--- src/rtl/relm_fp_pkg.sv ---
// relm_fp_pkg: shared definitions for the ReLM floating-point pack back end.
//   state_t      - pack FSM states
//   EXP_MAX/QNAN - IEEE-754 single special encodings
//   B_*          - field positions inside the sign/exponent/flag word
//   HIDDEN_BIT   - mantissa bit carrying weight 1.0
package relm_fp_pkg;

  typedef enum logic [1:0] {
    IDLE  = 2'd0,
    NORM  = 2'd1,
    ROUND = 2'd2,
    DONE  = 2'd3
  } state_t;

  localparam logic [7:0]  EXP_MAX = 8'hFF;
  localparam logic [31:0] QNAN    = 32'h7FC0_0000;

  localparam int unsigned B_SIGN   = 31;
  localparam int unsigned B_EXP_HI = 30;
  localparam int unsigned B_EXP_LO = 23;
  localparam int unsigned B_INF    = 22;
  localparam int unsigned B_ZERO   = 21;

  localparam int unsigned HIDDEN_BIT = 30;

  function automatic logic [31:0] signed_zero(input logic sign);
    return {sign, 31'd0};
  endfunction

  function automatic logic [31:0] signed_inf(input logic sign);
    return {sign, EXP_MAX, 23'd0};
  endfunction

endpackage

--- src/rtl/relm_fp_round.sv ---
// relm_fp_round: combinational round-to-nearest-even packer.
//   sign - result sign
//   m    - normalised mantissa (1.0 at bit 30, carry at bit 31)
//   e    - 10-bit signed biased exponent matching m
//   q    - packed IEEE-754 single
//   ovf  - result saturated to infinity
//   unf  - result flushed to signed zero
module relm_fp_round
  import relm_fp_pkg::*;
(
  input  logic              sign,
  input  logic [31:0]       m,
  input  logic signed [9:0] e,
  output logic [31:0]       q,
  output logic              ovf,
  output logic              unf
);

  logic [22:0]       frac;
  logic              guard;
  logic              sticky;
  logic [23:0]       frac_r;
  logic signed [9:0] e_r;

  always_comb begin
    frac   = '0;
    guard  = 1'b0;
    sticky = 1'b0;
    e_r    = e;
    if (m[31]) begin
      frac   = m[30:8];
      guard  = m[7];
      sticky = |m[6:0];
      e_r    = e + 10'sd1;
    end else begin
      frac   = m[29:7];
      guard  = m[6];
      sticky = |m[5:0];
    end

    // Bit 23 of frac_r is the fraction carry-out; the low 23 bits are then zero.
    frac_r = {1'b0, frac} + {23'd0, guard & (sticky | frac[0])};
    if (frac_r[23]) begin
      e_r = e_r + 10'sd1;
    end

    q   = {sign, e_r[7:0], frac_r[22:0]};
    ovf = 1'b0;
    unf = 1'b0;
    if (e_r >= 10'sd255) begin
      q   = signed_inf(sign);
      ovf = 1'b1;
    end else if (e_r <= 10'sd0) begin
      q   = signed_zero(sign);
      unf = 1'b1;
    end
  end

endmodule

--- src/rtl/relm_fp_pack.sv ---
// relm_fp_pack: normalise / round / pack back end of the ReLM FP path.
//   clk, rst  - clock, synchronous active-high reset
//   in_valid  - a_in/b_in hold an intermediate; in_ready high only in IDLE
//   a_in      - mantissa word (1.0 at bit 30, carry at bit 31)
//   b_in      - {sign, exp[7:0], inf, zero, don't-care}
//   out_valid - q_out/ovf_out/unf_out valid; held until out_ready
//   q_out     - packed IEEE-754 single
//   ovf_out   - overflowed to infinity
//   unf_out   - flushed to zero by underflow
module relm_fp_pack
  import relm_fp_pkg::*;
#(
  parameter int WD        = 32,
  parameter int BIG_SHIFT = 8
) (
  input  logic          clk,
  input  logic          rst,
  input  logic          in_valid,
  output logic          in_ready,
  input  logic [WD-1:0] a_in,
  input  logic [WD-1:0] b_in,
  output logic          out_valid,
  input  logic          out_ready,
  output logic [WD-1:0] q_out,
  output logic          ovf_out,
  output logic          unf_out
);

  localparam logic signed [9:0] BIG_E = 10'(BIG_SHIFT);

  state_t            state, state_n;
  logic              sign_r, sign_n;
  logic [31:0]       m_r, m_n;
  logic signed [9:0] e_r, e_n;
  logic [31:0]       q_r, q_n;
  logic              ovf_r, ovf_n;
  logic              unf_r, unf_n;

  logic [31:0]       rnd_q;
  logic              rnd_ovf;
  logic              rnd_unf;

  logic              b_unused;
  assign b_unused = ^b_in[20:0];

  relm_fp_round u_round (
    .sign (sign_r),
    .m    (m_r),
    .e    (e_r),
    .q    (rnd_q),
    .ovf  (rnd_ovf),
    .unf  (rnd_unf)
  );

  always_comb begin
    state_n = state;
    sign_n  = sign_r;
    m_n     = m_r;
    e_n     = e_r;
    q_n     = q_r;
    ovf_n   = ovf_r;
    unf_n   = unf_r;
    case (state)
      IDLE: begin
        if (in_valid) begin
          sign_n  = b_in[B_SIGN];
          m_n     = a_in;
          e_n     = {2'b00, b_in[B_EXP_HI:B_EXP_LO]};
          ovf_n   = 1'b0;
          unf_n   = 1'b0;
          state_n = DONE;
          if (b_in[B_INF] && b_in[B_ZERO]) begin
            q_n = QNAN;
          end else if (b_in[B_INF]) begin
            q_n = signed_inf(b_in[B_SIGN]);
          end else if (b_in[B_ZERO]) begin
            q_n = signed_zero(b_in[B_SIGN]);
          end else if (a_in == '0) begin
            q_n = '0;
          end else begin
            state_n = NORM;
          end
        end
      end
      NORM: begin
        if (m_r[31:30] != 2'b00) begin
          state_n = ROUND;
        end else if ((m_r[HIDDEN_BIT -: 8] == 8'd0) && (e_r > BIG_E)) begin
          m_n = m_r << BIG_SHIFT;
          e_n = e_r - BIG_E;
        end else if (e_r > 10'sd1) begin
          m_n = m_r << 1;
          e_n = e_r - 10'sd1;
        end else begin
          q_n     = signed_zero(sign_r);
          unf_n   = 1'b1;
          state_n = DONE;
        end
      end
      ROUND: begin
        q_n     = rnd_q;
        ovf_n   = rnd_ovf;
        unf_n   = rnd_unf;
        state_n = DONE;
      end
      DONE: begin
        if (out_ready) begin
          state_n = IDLE;
        end
      end
      default: state_n = IDLE;
    endcase
  end

  always_ff @(posedge clk) begin
    if (rst) begin
      state  <= IDLE;
      sign_r <= 1'b0;
      m_r    <= '0;
      e_r    <= '0;
      q_r    <= '0;
      ovf_r  <= 1'b0;
      unf_r  <= 1'b0;
    end else begin
      state  <= state_n;
      sign_r <= sign_n;
      m_r    <= m_n;
      e_r    <= e_n;
      q_r    <= q_n;
      ovf_r  <= ovf_n;
      unf_r  <= unf_n;
    end
  end

  assign in_ready  = (state == IDLE);
  assign out_valid = (state == DONE);
  assign q_out     = q_r;
  assign ovf_out   = ovf_r;
  assign unf_out   = unf_r;

endmodule

--- config.mk ---
export PLATFORM = sky130hd
export DESIGN_NAME = relm_fp_pack
export DESIGN_NICKNAME = d
export VERILOG_FILES = /design/src/rtl/relm_fp_pkg.sv /design/src/rtl/relm_fp_round.sv /design/src/rtl/relm_fp_pack.sv
export SDC_FILE = /design/constraint.sdc
export NUM_CORES = 1
export LEC_CHECK = 0
export BUFFER_PORTS_ARGS = -buffer_cell sky130_fd_sc_hd__buf_2
export CORE_AREA = 2 2 109 111
export CTS_CLUSTER_SIZE = 25
export DETAILED_ROUTE_END_ITERATION = 12
export DIE_AREA = 0 0 111 113
export GPL_ROUTABILITY_DRIVEN = 0
export GPL_TIMING_DRIVEN = 0
export HOLD_SLACK_MARGIN = 0.03
export PLACE_DENSITY = 0.76
export SLEW_MARGIN = 20
export SYNTH_ARGS = -nofsm -noshare
export SYNTH_HDL_FRONTEND = slang
export SYNTH_SLANG_ARGS = --single-unit
export TNS_END_PERCENT = 10
--- constraint.sdc ---
create_clock -name clk -period 3.7 [get_ports clk]
set_clock_uncertainty 0.1 [all_clocks]
set_input_delay 0.555 -clock clk [delete_from_list [all_inputs] [get_ports clk]]
set_output_delay 0.555 -clock clk [all_outputs]
set_load 0.05 [all_outputs]
# --- Yosys cells after proc, flatten, opt, wreduce, memory -nomap -nowiden ---
# Index checks and enable logic that the tools add are counted.
totals:
  out_inout_bits: 36
  regBits: 79
  word_cells: 92
  inputBits: 68
op_classes:
  eq_ne: 12
  n_bitwise: 2
  order_cmp: 4
  reduce_logical: 17
  addsub: 5
  muxes: 45
op_table:
  columns: ["cell", "n"]
  rows:
  - ["$mux 32", 12]
  - ["$pmux 32 s3", 1]
  - ["$pmux 32 s2", 1]
  - ["$mux 31", 2]
  - ["$mux 10", 6]
  - ["$logic_not 32->1", 1]
  - ["$add 23x1->24", 1]
  - ["$mux 23", 1]
  - ["$add 10x2->10 const B", 2]
  - ["$pmux 10 s2", 1]
  - ["$mux 2", 9]
  - ["$ge 10x9->1 const B", 1]
  - ["$gt 10x2->1 const B", 1]
  - ["$gt 10x5->1 const B", 1]
  - ["$le 10x1->1 const B", 1]
  - ["$sub 10x2->10 const B", 1]
  - ["$sub 10x5->10 const B", 1]
  - ["$mux 1", 9]
  - ["$ne 3x3->1 const B", 3]
  - ["$logic_not 8->1", 1]
  - ["$ne 2x2->1 const B", 4]
  - ["$pmux 2 s4", 1]
  - ["$reduce_and 4->1", 2]
  - ["$reduce_or 7->1", 1]
  - ["other kinds (16)", 21]

# --- Logic depth before layout (Yosys ltp) ---
logic_depth:
  ltp_word: 10
  ltp_mapped: 18
  mapped_depth_nobuf: 14

# --- Cells and area by module ---
# From an unflattened synthesis, not the netlist that was laid out.
hier_totals:
  cells_unflattened: 808
  area_unflattened_um2: 6467.5
by_module_without_submodules:
  columns: ["module", "seq_area_each_um2", "n_inst", "cells_each", "area_each_um2"]
  rows:
  - ["relm_fp_pack", 1581.5, 1, 494, 4260.3]
  - ["relm_fp_round", 0.0, 1, 314, 2207.1]

# --- Least setup slack after synthesis ---
# OpenSTA, ideal clock, no wires.
synth_path:
  path_type: "reg2reg"
  startpoint: "reg m_r[31]"
  endpoint: "reg q_r[22], in the netlist q_out[22]"
  t_arrival_ns: 3.486
  period_less_slack_ns: 3.702
  path_slack_ns: -0.002
  path_stages_with_launch: 17
  path_cell_list: "dfxtp_1 > buf_4 > buf_6 > buf_6 > clkbuf_1 > clkbuf_1 > clkbuf_1 > mux2_2 > ha_1 > and3_1 > and3_1 > and3b_1 > nand4b_1 > nor2_1 > a221oi_1 > nor4_1 > a41o_1"
synth_between:
  elab_chain_len: 9
  elab_cells_between_ends: 17
  classes_between: "add/sub: 2; order compare: 2; eq/ne: 1; mux: 8; bitwise: 2; reduce/logical: 2"
synth_rtl:
  columns: ["element", "line_no", "source"]
  rows:
  - ["from (decl)", "relm_fp_pack.sv:33", "logic [31:0] m_r, m_n;"]
  - ["from (signal assigned)", "relm_fp_pack.sv:127", "m_r <= m_n;"]
  - ["$mux 1 / $mux 23 (equally long branches)", "relm_fp_round.sv:30", "if (m[31]) begin"]
  - ["$or 1x1->1", "relm_fp_round.sv:42", "frac_r = {1'b0, frac} + {23'd0, guard & (sticky | frac[0])};"]
  - ["$and 1x1->1", "relm_fp_round.sv:42", null]
  - ["$add 23x1->24", "relm_fp_round.sv:42", null]
  - ["$mux 10", "relm_fp_round.sv:43", "if (frac_r[23]) begin"]
  - ["$le 10x1->1", "relm_fp_round.sv:53", "end else if (e_r <= 10'sd0) begin"]
  - ["$mux 31", "relm_fp_round.sv:53", null]
  - ["$mux 31", "relm_fp_round.sv:50", "if (e_r >= 10'sd255) begin"]
  - ["$pmux 32 s3", "relm_fp_pack.sv:63", "case (state)"]
  - ["to (signal assigned)", "relm_fp_pack.sv:129", "q_r <= q_n;"]
  - ["to (decl)", "relm_fp_pack.sv:35", "logic [31:0] q_r, q_n;"]
# Parallel ways exist; a longest one is shown, timed or not.
# A chain may end at the register's enable or synchronous reset.

# --- Worst setup path after layout ---
# Same ends and word-level chain as after synthesis.

==> flow_metrics.env <==
export IMPL_status="finished clean"
export IMPL_slew_violations=0
export IMPL_worstMarginPinSlew_ps=774
export IMPL_synth_area_leaders="dfxtp_1 28%, nor2_1 5.5%, mux2i_1 4.9%"
export IMPL_portBuffers=81
export IMPL_fin_tns_setup_ps=0
export IMPL_areaGrowthSynthToFinish_pct=17.1
export IMPL_critPathArrivalTime_ps=3810
export IMPL_cpMaxStageDelayCell="a221oi_1"
export IMPL_mappedNetlistNets=823
export IMPL_cts_tree="built"
export IMPL_ir_worst_vdd_v=0.000407
export IMPL_ys_warn_count=0
export IMPL_holdBufCountCts=0
export IMPL_wl_um=18500
export IMPL_grt_overflow=0
export IMPL_ys_ff_latch=79
export IMPL_netlist_instances=743
export IMPL_crit_chain="buf_4, buf_6, buf_6, clkbuf_8, buf_6, mux2_2, ha_1, and3_1, and3_2, and3b_1, nand4b_1, nor2_2, a221oi_1, nor4_2, a41o_1"
export IMPL_clk_pin_slew_ps=70
export IMPL_antenna_found_initial=0
export IMPL_wire_per_inst_um=18.8
export IMPL_yosysSeqAreaShare=0.276
export IMPL_top_level_ports=104
export IMPL_p_int_w=0.00269
export IMPL_layout_cells_non_filler=982
export IMPL_die_y_um=113
export IMPL_drc_errors=0
export IMPL_synth_area_sq_um=5720
export IMPL_grt_pass1_vias=5926
export IMPL_synth_edf_count=0
export IMPL_max_freq_mhz=273
export IMPL_synth_top_area_share=0.276
export IMPL_synthArstFlopShare=0
export IMPL_wl_met3_um=1970
export IMPL_dieArea_sq_um=12500
export IMPL_switching_share=0.504
export IMPL_drtPass1Iterations=7
export IMPL_wl_met1_um=7780
export IMPL_combPwrFrac=0.618
export IMPL_antenna_left=0
export IMPL_cts_max_level=3
export IMPL_start_util=0.508
export IMPL_hpwl_um=13700
export IMPL_drive_gt1_frac=0.174
export IMPL_vias=6398
export IMPL_power_frac_seq=0.221
export IMPL_power_density_nw_per_um2=807
export IMPL_seqCellArea_sq_um=1580
export IMPL_rsz0062_at_grt="true"
export IMPL_syn_area_per_cell_sq_um=7.70
export IMPL_cap_violations=0
export IMPL_diodes=0
export IMPL_max_clock_path_buffers=2
export IMPL_yosys_most_used_dff="dfxtp_1"
export IMPL_core_area_sq_um=11300
export IMPL_holdWs_ps=370
export IMPL_yosysTopAreaCell="dfxtp_1"
export IMPL_clock_sinks=79
export IMPL_top_layer_used="met4"
export IMPL_synth_cell_types=68
export IMPL_grt_max_degree=20
export IMPL_clk_latency_ps=350
export IMPL_path_common_cell="buf_6"
export IMPL_root_buffer="clkbuf_16"
export IMPL_path_max_fanout=19
export IMPL_period_needed_ps=3660
export IMPL_std_cell_rows=39
export IMPL_cpPeakStageDelay_ps=350
export IMPL_cp_top_family="simple AND/OR/NAND/NOR gates"
export IMPL_yosysMostFrequentCell="nor2_1"
export IMPL_max_slew_margin=0.480
export IMPL_p_leak_nw=2.54
export IMPL_setup_viol=0
export IMPL_p_clk_frac=0.161
export IMPL_finalHoldViolations=0
export IMPL_period_share=0.989
export IMPL_dieWidth_um=111
export IMPL_n_fill_cell=1007
export IMPL_first_iter_violations=612
export IMPL_end_kind="flip-flop"
export IMPL_cp_required_ps=3850
export IMPL_numCtsBuffers=9
export IMPL_multi_input_area_sq_um=3850
export IMPL_final_net_count=914
export IMPL_critPathKind="flip-flop to flip-flop"
export IMPL_p_sw_w=0.00272
export IMPL_routed_via_density=6.52
export IMPL_grt_usage=0.286
export IMPL_grt_pass1_wl_um=29400
export IMPL_start_kind="flip-flop"
export IMPL_placed_cells=967
export IMPL_dr_wl_met2_um=8260
export IMPL_cp_num_buf_inv=5
export IMPL_hold_class="flip-flop to flip-flop"
export IMPL_synthTopCellsByCount="84 x nor2_1, 79 x dfxtp_1, 55 x a21oi_1"
-- worst paths after layout --
check                               from         to  slack (ps)  depth (start not counted)
worst min-delay path            q_out[1]   q_out[1]         370                          1
worst max-delay path             m_r[31]  q_out[22]          40                         15
worst min register to register  q_out[1]   q_out[1]         370                          1
worst max register to register   m_r[31]  q_out[22]          40                         15
-- state kept, by name, summed over array words and instances (netlist names) --
signal and count:
m_r 32, q_out 32, ovf_out 1, e_r 10, unf_out 1, sign_r 1, state 2
-- placed cells by master, fill, tap and decap left out, types with 15 or more instances in the layout --
cell and count:
buf_2 93, nor2_1 83, dfxtp_1 77, a21oi_1 55
nand2_1 50, clkbuf_1 46, mux2i_1 28, nor3_1 26
a221oi_1 25, o21ai_0 22, a22o_1 22, nand3_1 20
xnor2_1 18, nor4_1 16, inv_1 16, nand4_1 15
-- worst reg2reg max path: cells and delay by family (launching register included) --
family	cells	cell delay, ps
multiplexers	1	350
adder cells (fa/ha/maj)	1	230
AND/OR/NAND/NOR	6	1040
AO/OA/AOI/OAI	2	590
buffers and inverters	5	940
flip-flops	1	320
-- cell type report --
type / instances / share of cell area
clock inverter: 4 / 0.00429
clock buffer: 12 / 0.0383
sequential: 79 / 0.236
tap: 143 / 0.0267
multi-input combinational: 579 / 0.575
buffer: 67 / 0.0485
inverter: 16 / 0.00896
timing repair buffer: 82 / 0.0616
-- through the flow --
stage               cell area, sq um  power (W)  worst slack [ps]  utilization
floorplan                       5720    0.00358              83.2            -
global placement                6310    0.00426              -788        0.560
detailed placement              6310    0.00436              -914        0.560
CTS                             6640    0.00525             0.301        0.589
global route                    6700    0.00574              -196        0.595
finish                          6700    0.00541              39.5        0.595
-- routing by layer --
layer,GRT usage,vias to the layer above
met5,0,-
met4,0.104,0
met3,0.0546,39
met2,0.458,378
met1,0.387,3023
li1,-,2958
-- power groups by stage --
stage	clock (W)	sequential [W]	combinational [W]
finish	0.000872	0.00120	0.00334
global route	0.000915	0.00121	0.00362
CTS	0.000872	0.00118	0.00319
detailed placement	0	0.00119	0.00316
global placement	0	0.00118	0.00308
floorplan	0	0.00131	0.00227
-- cells by family after synthesis --
logic type,Yosys count,share of synthesized area
compound gates,217,0.264
xor+xnor,30,0.0496
fa+ha+maj,12,0.0262
buf+inv,85,0.0634
flops,79,0.276
mux,36,0.0647
simple gates,284,0.256
-- timing repair --
| action | in CTS | in global routing |
|---|---|---|
| resized for setup | 13 | 17 |
| pin swaps | 1 | 1 |
| endpoints found under the setup margin | 35 | 39 |
| setup buffers | 1 | 0 |
Power figures use the tool's default switching activity.
